--- config.mk ---
export PLATFORM = sky130hd
export DESIGN_NAME = guess_turn_sequencer
export DESIGN_NICKNAME = d
export VERILOG_FILES = /design/src/rtl/guess_turn_sequencer.sv
export SDC_FILE = /design/constraint.sdc
export NUM_CORES = 1
export LEC_CHECK = 0
export CAP_MARGIN = 10
export CORE_MARGIN = 1.5
export CORE_UTILIZATION = 39
export DETAILED_ROUTE_END_ITERATION = 10
export GPL_TIMING_DRIVEN = 0
export PLACE_DENSITY = 0.64
export SLEW_MARGIN = 20
export SYNTH_ARGS = -nofsm -noshare
export SYNTH_HDL_FRONTEND = slang
export SYNTH_SLANG_ARGS = --single-unit
--- constraint.sdc ---
create_clock -name clk -period 4.3 [get_ports clk]
set_clock_uncertainty 0.05 [all_clocks]
set_input_delay 0.43 -clock clk [delete_from_list [all_inputs] [get_ports clk]]
set_output_delay 0.43 -clock clk [all_outputs]
set_load 0.01 [all_outputs]
--- src/rtl/guess_turn_sequencer.sv ---
// Turn scheduler and scoring datapath for the two-player guess game.
// Optional per-turn idle timeout is built when TURN_TIMEOUT_EN is defined.
module guess_turn_sequencer #(
  parameter int GUESS_W        = 4,
  parameter int LIVES          = 3,
  parameter int TIMEOUT_CYCLES = 1000
) (
  input  logic               clk,
  input  logic               reset,
  input  logic               start,
  input  logic [GUESS_W-1:0] secret,
  input  logic               p1_submit,
  input  logic               p2_submit,
  input  logic [GUESS_W-1:0] p1_guess,
  input  logic [GUESS_W-1:0] p2_guess,
  output logic [1:0]         turn,
  output logic               bingo1,
  output logic               bingo2,
  output logic [1:0]         lifeOut1,
  output logic [1:0]         lifeOut2,
  output logic [1:0]         hint,
  output logic               result_valid,
  output logic               game_over,
  output logic [1:0]         who
);

  localparam logic [2:0] S_IDLE = 3'd0;
  localparam logic [2:0] S_P1   = 3'd1;
  localparam logic [2:0] S_P2   = 3'd2;
  localparam logic [2:0] S_EVAL = 3'd3;
  localparam logic [2:0] S_DONE = 3'd4;

  localparam logic [1:0] LIVES_INIT = 2'(LIVES);

  localparam logic [1:0] H_NONE = 2'b00;
  localparam logic [1:0] H_LOW  = 2'b01;
  localparam logic [1:0] H_HIGH = 2'b10;
  localparam logic [1:0] H_TO   = 2'b11;

  generate
    if (LIVES < 1 || LIVES > 3 || TIMEOUT_CYCLES < 1) begin : g_bad_param
      $error("guess_turn_sequencer: illegal LIVES or TIMEOUT_CYCLES");
    end
  endgenerate

  logic [2:0]         state_q, state_d;
  logic [GUESS_W-1:0] secret_q, secret_d;
  logic [GUESS_W-1:0] guess_q, guess_d;
  logic               owner_q, owner_d;
  logic               to_q, to_d;
  logic               bingo1_q, bingo1_d;
  logic               bingo2_q, bingo2_d;
  logic [1:0]         life1_q, life1_d;
  logic [1:0]         life2_q, life2_d;
  logic [1:0]         hint_q, hint_d;
  logic               rv_q, rv_d;
  logic [1:0]         who_q, who_d;
  logic               expired;

  // owner_q: 0 = player 1, 1 = player 2
  logic [1:0] own_life;
  logic [1:0] oth_life;
  logic [1:0] own_dec;
  logic       hit;
  logic       low;

  always_comb begin
    own_life = owner_q ? life2_q : life1_q;
    oth_life = owner_q ? life1_q : life2_q;
    own_dec  = (own_life == 2'd0) ? 2'd0 : own_life - 2'd1;
    hit      = !to_q && (guess_q == secret_q);
    low      = guess_q < secret_q;
  end

`ifdef TURN_TIMEOUT_EN
  localparam int CNT_W = $clog2(TIMEOUT_CYCLES + 1);
  localparam logic [CNT_W-1:0] CNT_LAST = CNT_W'(TIMEOUT_CYCLES - 1);

  logic [CNT_W-1:0] cnt_q, cnt_d;
  logic             in_wait;

  assign in_wait = (state_q == S_P1) || (state_q == S_P2);
  assign expired = in_wait && (cnt_q == CNT_LAST);

  // Counting restarts whenever a wait state is (re)entered.
  always_comb begin
    cnt_d = '0;
    if (in_wait && (state_d == state_q)) begin
      cnt_d = cnt_q + CNT_W'(1);
    end
  end

  always_ff @(posedge clk) begin
    if (reset) begin
      cnt_q <= '0;
    end else begin
      cnt_q <= cnt_d;
    end
  end
`else
  assign expired = 1'b0;
`endif

  always_comb begin
    state_d  = state_q;
    secret_d = secret_q;
    guess_d  = guess_q;
    owner_d  = owner_q;
    to_d     = to_q;
    bingo1_d = bingo1_q;
    bingo2_d = bingo2_q;
    life1_d  = life1_q;
    life2_d  = life2_q;
    hint_d   = hint_q;
    who_d    = who_q;
    rv_d     = 1'b0;

    unique case (state_q)
      S_IDLE, S_DONE: begin
        if (start) begin
          secret_d = secret;
          life1_d  = LIVES_INIT;
          life2_d  = LIVES_INIT;
          bingo1_d = 1'b0;
          bingo2_d = 1'b0;
          hint_d   = H_NONE;
          who_d    = 2'b00;
          to_d     = 1'b0;
          state_d  = S_P1;
        end
      end

      S_P1: begin
        if (p1_submit) begin
          guess_d = p1_guess;
          owner_d = 1'b0;
          to_d    = 1'b0;
          state_d = S_EVAL;
        end else if (expired) begin
          owner_d = 1'b0;
          to_d    = 1'b1;
          state_d = S_EVAL;
        end
      end

      S_P2: begin
        if (p2_submit) begin
          guess_d = p2_guess;
          owner_d = 1'b1;
          to_d    = 1'b0;
          state_d = S_EVAL;
        end else if (expired) begin
          owner_d = 1'b1;
          to_d    = 1'b1;
          state_d = S_EVAL;
        end
      end

      S_EVAL: begin
        rv_d = 1'b1;
        unique case (1'b1)
          hit: begin
            hint_d  = H_NONE;
            state_d = S_DONE;
            if (owner_q) begin
              bingo2_d = 1'b1;
              who_d    = 2'b10;
            end else begin
              bingo1_d = 1'b1;
              who_d    = 2'b01;
            end
          end
          default: begin
            hint_d = to_q ? H_TO : (low ? H_LOW : H_HIGH);
            if (owner_q) begin
              life2_d = own_dec;
            end else begin
              life1_d = own_dec;
            end
            if ((own_dec == 2'd0) && (oth_life == 2'd0)) begin
              who_d   = 2'b00;
              state_d = S_DONE;
            end else if (oth_life != 2'd0) begin
              state_d = owner_q ? S_P1 : S_P2;
            end else begin
              state_d = owner_q ? S_P2 : S_P1;
            end
          end
        endcase
      end

      default: begin
        state_d = S_IDLE;
      end
    endcase
  end

  always_ff @(posedge clk) begin
    if (reset) begin
      state_q  <= S_IDLE;
      secret_q <= '0;
      guess_q  <= '0;
      owner_q  <= 1'b0;
      to_q     <= 1'b0;
      bingo1_q <= 1'b0;
      bingo2_q <= 1'b0;
      life1_q  <= 2'd0;
      life2_q  <= 2'd0;
      hint_q   <= H_NONE;
      rv_q     <= 1'b0;
      who_q    <= 2'b00;
    end else begin
      state_q  <= state_d;
      secret_q <= secret_d;
      guess_q  <= guess_d;
      owner_q  <= owner_d;
      to_q     <= to_d;
      bingo1_q <= bingo1_d;
      bingo2_q <= bingo2_d;
      life1_q  <= life1_d;
      life2_q  <= life2_d;
      hint_q   <= hint_d;
      rv_q     <= rv_d;
      who_q    <= who_d;
    end
  end

  always_comb begin
    unique case (state_q)
      S_P1:    turn = 2'b01;
      S_P2:    turn = 2'b10;
      S_EVAL:  turn = owner_q ? 2'b10 : 2'b01;
      S_DONE:  turn = 2'b11;
      default: turn = 2'b00;
    endcase
  end

  assign bingo1       = bingo1_q;
  assign bingo2       = bingo2_q;
  assign lifeOut1     = life1_q;
  assign lifeOut2     = life2_q;
  assign hint         = hint_q;
  assign result_valid = rv_q;
  assign game_over    = (state_q == S_DONE);
  assign who          = who_q;

endmodule

# After elaboration in Yosys (flattened, before gate mapping)
# Index checks and enable logic that the tools add are counted.
[op_classes]
addsub = 1
order_cmp = 1
n_eq_ne = 13
mux = 45
n_reduce_logical = 22
[op_table]
columns = ["cell", "count"]
rows = [
  ["$mux W2", 18],
  ["$reduce_and A4 Y1", 5],
  ["$pmux W2 S2", 4],
  ["$mux W3", 5],
  ["$ne A2 B2 Y1 const B", 7],
  ["$pmux W3 S4", 1],
  ["$mux W1", 9],
  ["$reduce_and A3 Y1", 3],
  ["$mux W4", 2],
  ["$pmux W2 S4", 1],
  ["$pmux W4 S2", 1],
  ["$eq A3 B2 Y1 const B", 2],
  ["$logic_not A2 Y1", 3],
  ["$pmux W1 S2", 3],
  ["$reduce_bool A2 Y1", 3],
  ["$eq A4 B4 Y1", 1],
  ["$lt A4 B4 Y1", 1],
  ["$reduce_and A2 Y1", 2],
  ["$eq A3 B1 Y1 const B", 1],
  ["$eq A3 B3 Y1 const B", 1],
  ["$logic_not A3 Y1", 1],
  ["$ne A3 B3 Y1 const B", 1],
  ["$pmux W1 S3", 1],
  ["$reduce_bool A3 Y1", 1],
  ["4 further kinds", 5],
]
[totals]
register_bits = 24
output_inout_bits = 14
word_cells = 94

# Depth between registers and ports, before layout
# Gate-level depths: netlist of the first run.
[logic_depth]
word_depth = 8
mapped_depth = 7
depth_no_buf = 6

# Least setup slack after synthesis of the first run
# No wires, ideal clock.
[synth_path]
kind = "reg-to-output"
start = "reg state_q[1]"
end = "out turn[1]"
arrival_ns = 1.193
required_ns = 3.820
slack_ns = 2.627
path_stages_with_launch = 4
path_buffers = 1
path_cell_list = "dfxtp_1 > buf_4 > nor3_1 > a31o_2"
[synth_between]
elab_chain_len = 2
elab_cells_between_ends = 5
[synth_lines]
columns = ["element", "line_no", "rtl"]
rows = [
  ["from (decl)", "46", "logic [2:0] state_q, state_d;"],
  ["from (signal assigned)", "213", "state_q <= state_d;"],
  ["$eq A3 B3 Y1", "--", ""],
  ["named net game_over", "23", "output logic game_over,"],
  ["$pmux W2 S4", "229", "unique case (state_q)"],
  ["to (decl)", "16", "output logic [1:0] turn,"],
]
# The timed path passes the listed nets, and every way through them passes these cells.

# Final worst setup path of the first run
[layout_path]
start = "reg state_q[1]"
end = "out turn[1]"
[layout_between]
elab_chain_len = 2
elab_cells_between_ends = 5
[layout_lines]
columns = ["element", "line_no"]
rows = [
  ["$eq A3 B3 Y1 (tied with other cells)", "229"],
  ["$pmux W2 S4 (*)", "229"],
]
# Mark *: on every way between the ends. The rest lies on a longest branch, timed or not.

==> run_results.csv, run 1 <==
group,metric,value,unit
timing,rsz0062_at_grt,"no",
global_route,grt_util_met1,0.278,
synthesis,synthArstFlopShare,0,
final_layout,fin_area,1590,um^2
global_route,grt_use_total,0.180,
global_route,gr-total-overflow,0,
worst_setup_path,start_kind,"flop",
floorplan,initial_core_util,0.406,
synthesis,synth_nets,158,
final_layout,instances_no_fill,204,
final_layout,layout-drive-gt1-share,0.0936,
status,status,"completed",
synthesis,syn_inst,137,
route,drc,0,
cts,cts_hold_buffers,0,
synthesis,synth_area_per_cell,8.90,um^2
synthesis,synth_area,1220,um^2
global_route,met2_usage,0.259,
final_layout,final_util,0.529,
global_route,grt-busiest-layer,"met1",
floorplan,dieArea,3470,um^2
worst_setup_path,rrSetupSlack,2510,ps
floorplan,die_h,58.9,um
power_and_ir_drop,p_total,586,uW
timing,tightest_slew,484,ps
power_and_ir_drop,p_switching,204,uW
final_layout,area_growth,30.2,%
power_and_ir_drop,comb_power_share,0.385,
cts,cts_resized,0,
route,ant_nets,0,
floorplan,ioPinCount,31,
worst_setup_path,worstSetupEndpointType,"output pin",
min_path,min_path_type,"reg2reg",
timing,fmax,0.409,GHz
route,drtPass1Iterations,4,
route,drtIter0Drc,43,
synthesis,yosysMostFrequentCell,"dfxtp_1",
route,wirelength,2810,um
cts,clockRootBuffer,"clkbuf_4",
placed_design,portBuffers,30,
power_and_ir_drop,p_int,382,uW
timing,hold_violations,0,
synthesis,synth_edf_count,0,
timing,whs,416,ps
synthesis,yosysTopAreaCell,"dfxtp_1",
global_route,grt_max_degree,13,
placed_design,dpl-instance-area,1560,um^2
synthesis,ys.warnings.count,0,
synthesis,ys_top_cells_by_area,"dfxtp_1 (38%), a21oi_1 (5.3%), nand2_1 (4.6%)",
worst_setup_path,r2r_cells,7,
flow_run,drv_cap,0,
final_layout,diodes,0,
cts,cts_tree,"built",
route,routedWlPerCell,13.8,um
timing,setup_tns,0,ps
synthesis,synth_top_area_share,0.377,
cts,worstSkewPairLatency,310,ps
worst_setup_path,critPathKind,"reg2out",
synthesis,ys_ff_latch,23,
power_and_ir_drop,p_leak,0.637,nW
global_route,grt_pass1_vias,1008,
worst_setup_path,cp.arrival,1970,ps
cts,cts_buffers,3,
power_and_ir_drop,sequentialPowerShare,0.439,
timing,maxSlewHeadroom,0.677,
floorplan,die_w,58.9,um
power_and_ir_drop,p_clk_frac,0.176,
placed_design,dp_hpwl,2020,um
route,vias,1096,
power_and_ir_drop,power.density,369,nW/um^2
cts,cts_max_level,1,
timing,setup_violations,0,
global_route,antenna_found_initial,0,
synthesis,synth_seq_area_share,0.377,
synthesis,ys.flop_type,"dfxtp_1",
placed_design,dpl_worst_slack,2210,ps
cts,clock_sinks,23,
global_route,grt_first_pass_wirelength,4710,um
timing,final.min_clock_period,2450,ps
power_and_ir_drop,ir_drop,0.179,mV
cts,cts_setup_buffers,0,
worst_setup_path,crit_required,3820,ps
synthesis,yosysUniqueCellTypes,41,
placed_design,placed_cells,200,
power_and_ir_drop,switching_share,0.348,
worst_setup_path,path_max_fanout,10,
cts,cts.clk_slew.worst_paths,130,ps
timing,slew_violations,0,
floorplan,core-area,3000,um^2
min_path,hold_path_depth,2,
timing,fin_crit_sh,0.569,
floorplan,rows,20,
route,vias_per_cell,5.37,
cts,clockBufferDepth,2,
final_layout,nFillCells,303,
placed_design,finalWeightedCongestion,0.801,
timing,worst_slack,1850,ps
synthesis,yosys-top-cells-count,"dfxtp_1 (23), nand2_1 (15), a21oi_1 (13)",
global_route,grt_util_met3,0.0154,
final_layout,fin_nets,193,
## critical path, stage by stage, from the launching register on
cell and delay [ps]:
dfxtp_1 400, buf_4 200, nor3_1 360, a31o_2 170, clkdlybuf4s50_1 530
## cell usage in the layout (no fill, tap or decap), drive strengths merged, types with 2 or more instances in the layout
master | netlist | routed
o21ai | 4 | 4
a211oi | 5 | 5
nand2b | 3 | 3
a31oi | 2 | 2
mux2i | 4 | 4
nand2 | 15 | 15
ha | 4 | 4
nor2 | 11 | 11
a21oi | 14 | 14
clkdlybuf4s50 | 0 | 30
a21o | 2 | 2
nand3b | 3 | 3
nor4 | 2 | 2
inv | 8 | 8
clkbuf | 3 | 7
nor2b | 2 | 2
dfxtp | 23 | 23
o211a | 4 | 4
buf | 5 | 5
nor3 | 5 | 5
nand3 | 3 | 3
or3b | 2 | 2
## cell type report
class                   instances  area, um^2  share of cell area
repair buffers                 30         300               0.189
clock buffers                   4        26.3              0.0165
well taps                      33        41.3              0.0260
inverters                       8        30.0              0.0189
plain buffers                   8        53.8              0.0339
multi-input cells              98         676               0.426
flip-flops and latches         23         460               0.290
## state kept, by name, indices dropped and copies added, names as in the netlist
| signal | cells |
|---|---|
| result_valid | 1 |
| secret_q | 4 |
| lifeOut2 | 2 |
| lifeOut1 | 2 |
| guess_q | 4 |
| owner_q | 1 |
| bingo1 | 1 |
| state_q | 3 |
| bingo2 | 1 |
| hint | 2 |
| who | 2 |
## routing by layer
metal	wire length [um]	vias up
met2	1270	29
met5	0	-
met3	112	0
met4	0	0
li1	-	557
met1	1430	510
## final timing paths
check / startpoint / endpoint
worst max-delay path: state_q[1]$_SDFFE_PP0P_ / turn[1]
worst min-delay path: secret_q[1]$_SDFFE_PP0P_ / secret_q[1]$_SDFFE_PP0P_
worst max register to register: secret_q[3]$_SDFFE_PP0P_ / lifeOut2[0]$_SDFFE_PP0P_
worst min register to register: secret_q[1]$_SDFFE_PP0P_ / secret_q[1]$_SDFFE_PP0P_
## power groups by stage
stage               registers, mW  clock network (mW)  logic, mW
finish                      0.257               0.103      0.226
global placement            0.261                   0      0.220
CTS                         0.257               0.108      0.226
floorplan                   0.260                   0      0.152
detailed placement          0.262                   0      0.224
global route                0.262               0.117      0.250
## cells by family (layout without fill, tap and decap cells)
| kind of cell | count (synthesis) | after routing | share of synthesized area |
|---|---|---|---|
| multiplexers | 4 | 4 | 0.0328 |
| buffers and inverters | 16 | 50 | 0.0687 |
| AO/OA/AOI/OAI | 41 | 41 | 0.239 |
| adder cells (fa/ha/maj) | 4 | 4 | 0.0410 |
| AND/OR/NAND/NOR | 49 | 49 | 0.241 |
| flip-flops | 23 | 23 | 0.377 |
Note: power is estimated with default switching activity, not from simulation.
==> run 2, diff against run 1 <==
- PLACE_DENSITY: 0.64 -> 0.66
- clock period: 4.3 -> 2.2 ns (I/O delays scaled with it)
==> run_results.csv, run 2 (synthesized netlist as in run 1, its figures left out) <==
group,metric,value,unit
status,status,"completed",
route,drtPass1Iterations,4,
timing,fin_crit_sh,0.939,
floorplan,die_h,58.9,um
power_and_ir_drop,p_total,1.15,mW
floorplan,die_w,58.9,um
timing,tightest_slew,501,ps
global_route,antenna_found_initial,0,
route,routedWlPerCell,13.7,um
global_route,grt_pass1_vias,988,
placed_design,finalWeightedCongestion,0.797,
timing,setup_violations,0,
worst_setup_path,crit_slowest_cell,"clkdlybuf4s50_1",
worst_setup_path,crit_required,1930,ps
final_layout,layout-drive-gt1-share,0.123,
timing,fmax,0.484,GHz
power_and_ir_drop,ir_drop,0.341,mV
cts,clockRootBuffer,"clkbuf_4",
timing,rsz0062_at_grt,"no",
floorplan,initial_core_util,0.406,
cts,cts_max_level,1,
global_route,grt_max_degree,14,
timing,whs,392,ps
power_and_ir_drop,switching_share,0.350,
placed_design,portBuffers,30,
route,ant_nets,0,
final_layout,fin_area,1610,um^2
floorplan,rows,20,
cts,cts.clk_slew.worst_paths,130,ps
route,wirelength,2800,um
global_route,grt_util_met1,0.242,
worst_setup_path,crit_path_max_incr_delay,520,ps
global_route,grt_util_met3,0.0132,
global_route,gr-total-overflow,0,
power_and_ir_drop,p_clk_frac,0.171,
route,vias_per_cell,5.45,
route,drtIter0Drc,40,
power_and_ir_drop,sequentialPowerShare,0.439,
power_and_ir_drop,p_int,747,uW
cts,clockBufferDepth,2,
final_layout,final_common_cell,"clkdlybuf4s50_1",
timing,final.min_clock_period,2070,ps
final_layout,area_growth,31.6,%
worst_setup_path,worstSetupEndpointType,"output pin",
flow_run,drv_cap,0,
floorplan,core-area,3000,um^2
power_and_ir_drop,p_leak,0.645,nW
worst_setup_path,path_cells,"buf_4 > nor3_4 > a31o_2 > clkdlybuf4s50_1",
worst_setup_path,path_max_fanout,10,
min_path,min_path_type,"in2reg",
cts,clock_sinks,23,
floorplan,ioPinCount,31,
cts,cts_tree,"built",
final_layout,diodes,0,
route,drc,0,
final_layout,reg.largest.list,"guess_q: 4 flops, secret_q: 4 flops, state_q: 3 flops",
final_layout,fin_nets,193,
timing,hold_violations,0,
global_route,met2_usage,0.263,
power_and_ir_drop,power.density,715,nW/um^2
power_and_ir_drop,p_switching,402,uW
cts,worstSkewPairLatency,310,ps
cts,cts_setup_buffers,0,
final_layout,mostFrequentLayoutCells,"clkdlybuf4s50_1 (30), dfxtp_1 (22), nand2_1 (15)",
worst_setup_path,start_kind,"flop",
global_route,grt-busiest-layer,"met2",
worst_setup_path,cp.arrival,1800,ps
global_route,grt_first_pass_wirelength,4460,um
floorplan,dieArea,3470,um^2
placed_design,dpl-instance-area,1560,um^2
cts,cts_hold_buffers,0,
timing,setup_tns,0,ps
timing,slew_violations,0,
route,vias,1112,
cts,cts_buffers,3,
worst_setup_path,critPathKind,"reg2out",
global_route,grt_use_total,0.168,
placed_design,dp_hpwl,2090,um
timing,maxSlewHeadroom,0.666,
power_and_ir_drop,comb_power_share,0.389,
## run 2: metrics by stage
step / setup slack (ps) / cells / utilization
floorplan: 574 / 137 / -
global placement: 331 / 200 / 0.520
detailed placement: 273 / 200 / 0.520
CTS: 18.2 / 204 / 0.531
global route: 51.7 / 204 / 0.535
finish: 135 / 204 / 0.535
## run 2: worst max-delay path: cells and delay by family (launching register included)
kind,cells,cell delay (ps)
buffers and inverters,2,730
and+or+nand+nor,1,230
AOI/OAI and AO/OA,1,130
DFF,1,390
## run 2: final timing paths
| path | from | to | slack (ps) | depth (start not counted) |
|---|---|---|---|---|
| worst max register to register | secret_q[3]$_SDFFE_PP0P_ | state_q[0]$_SDFFE_PP0P_ | 390 | 7 |
| worst min register to register | secret_q[3]$_SDFFE_PP0P_ | secret_q[3]$_SDFFE_PP0P_ | 420 | 2 |
| worst min-delay path | secret[0] | secret_q[0]$_SDFFE_PP0P_ | 390 | 3 |
| worst max-delay path | state_q[1]$_SDFFE_PP0P_ | turn[1] | 130 | 4 |
## run 2: layout make-up
class	count	area, um^2
Timing Repair Buffer	30	300
Buffer	8	55.1
Fill cell	280	1400
Sequential cell	23	462
Tap cell	33	41.3
Inverter	8	30.0
Clock buffer	3	22.5
Multi-Input combinational cell	98	689
Clock inverter	1	5.00
## run 2: power by group through the flow
stage	logic (mW)	clock network [mW]	registers, mW
floorplan	0.296	0	0.509
global placement	0.429	0	0.510
detailed placement	0.438	0	0.513
CTS	0.442	0.206	0.503
global route	0.487	0.217	0.512
finish	0.447	0.197	0.505
## run 2: layer usage
metal,part of all wire,vias to the layer above
li1,-,564
met1,0.53,528
met2,0.44,16
met3,0.019,4
met4,0.012,0
met5,0,-
## run 2: timing repair
action / 4_1_cts / 5_1_grt
resized for setup: 1 / 5
endpoints found under the setup margin: 3 / 2
hold endpoints to repair: 0 / 0
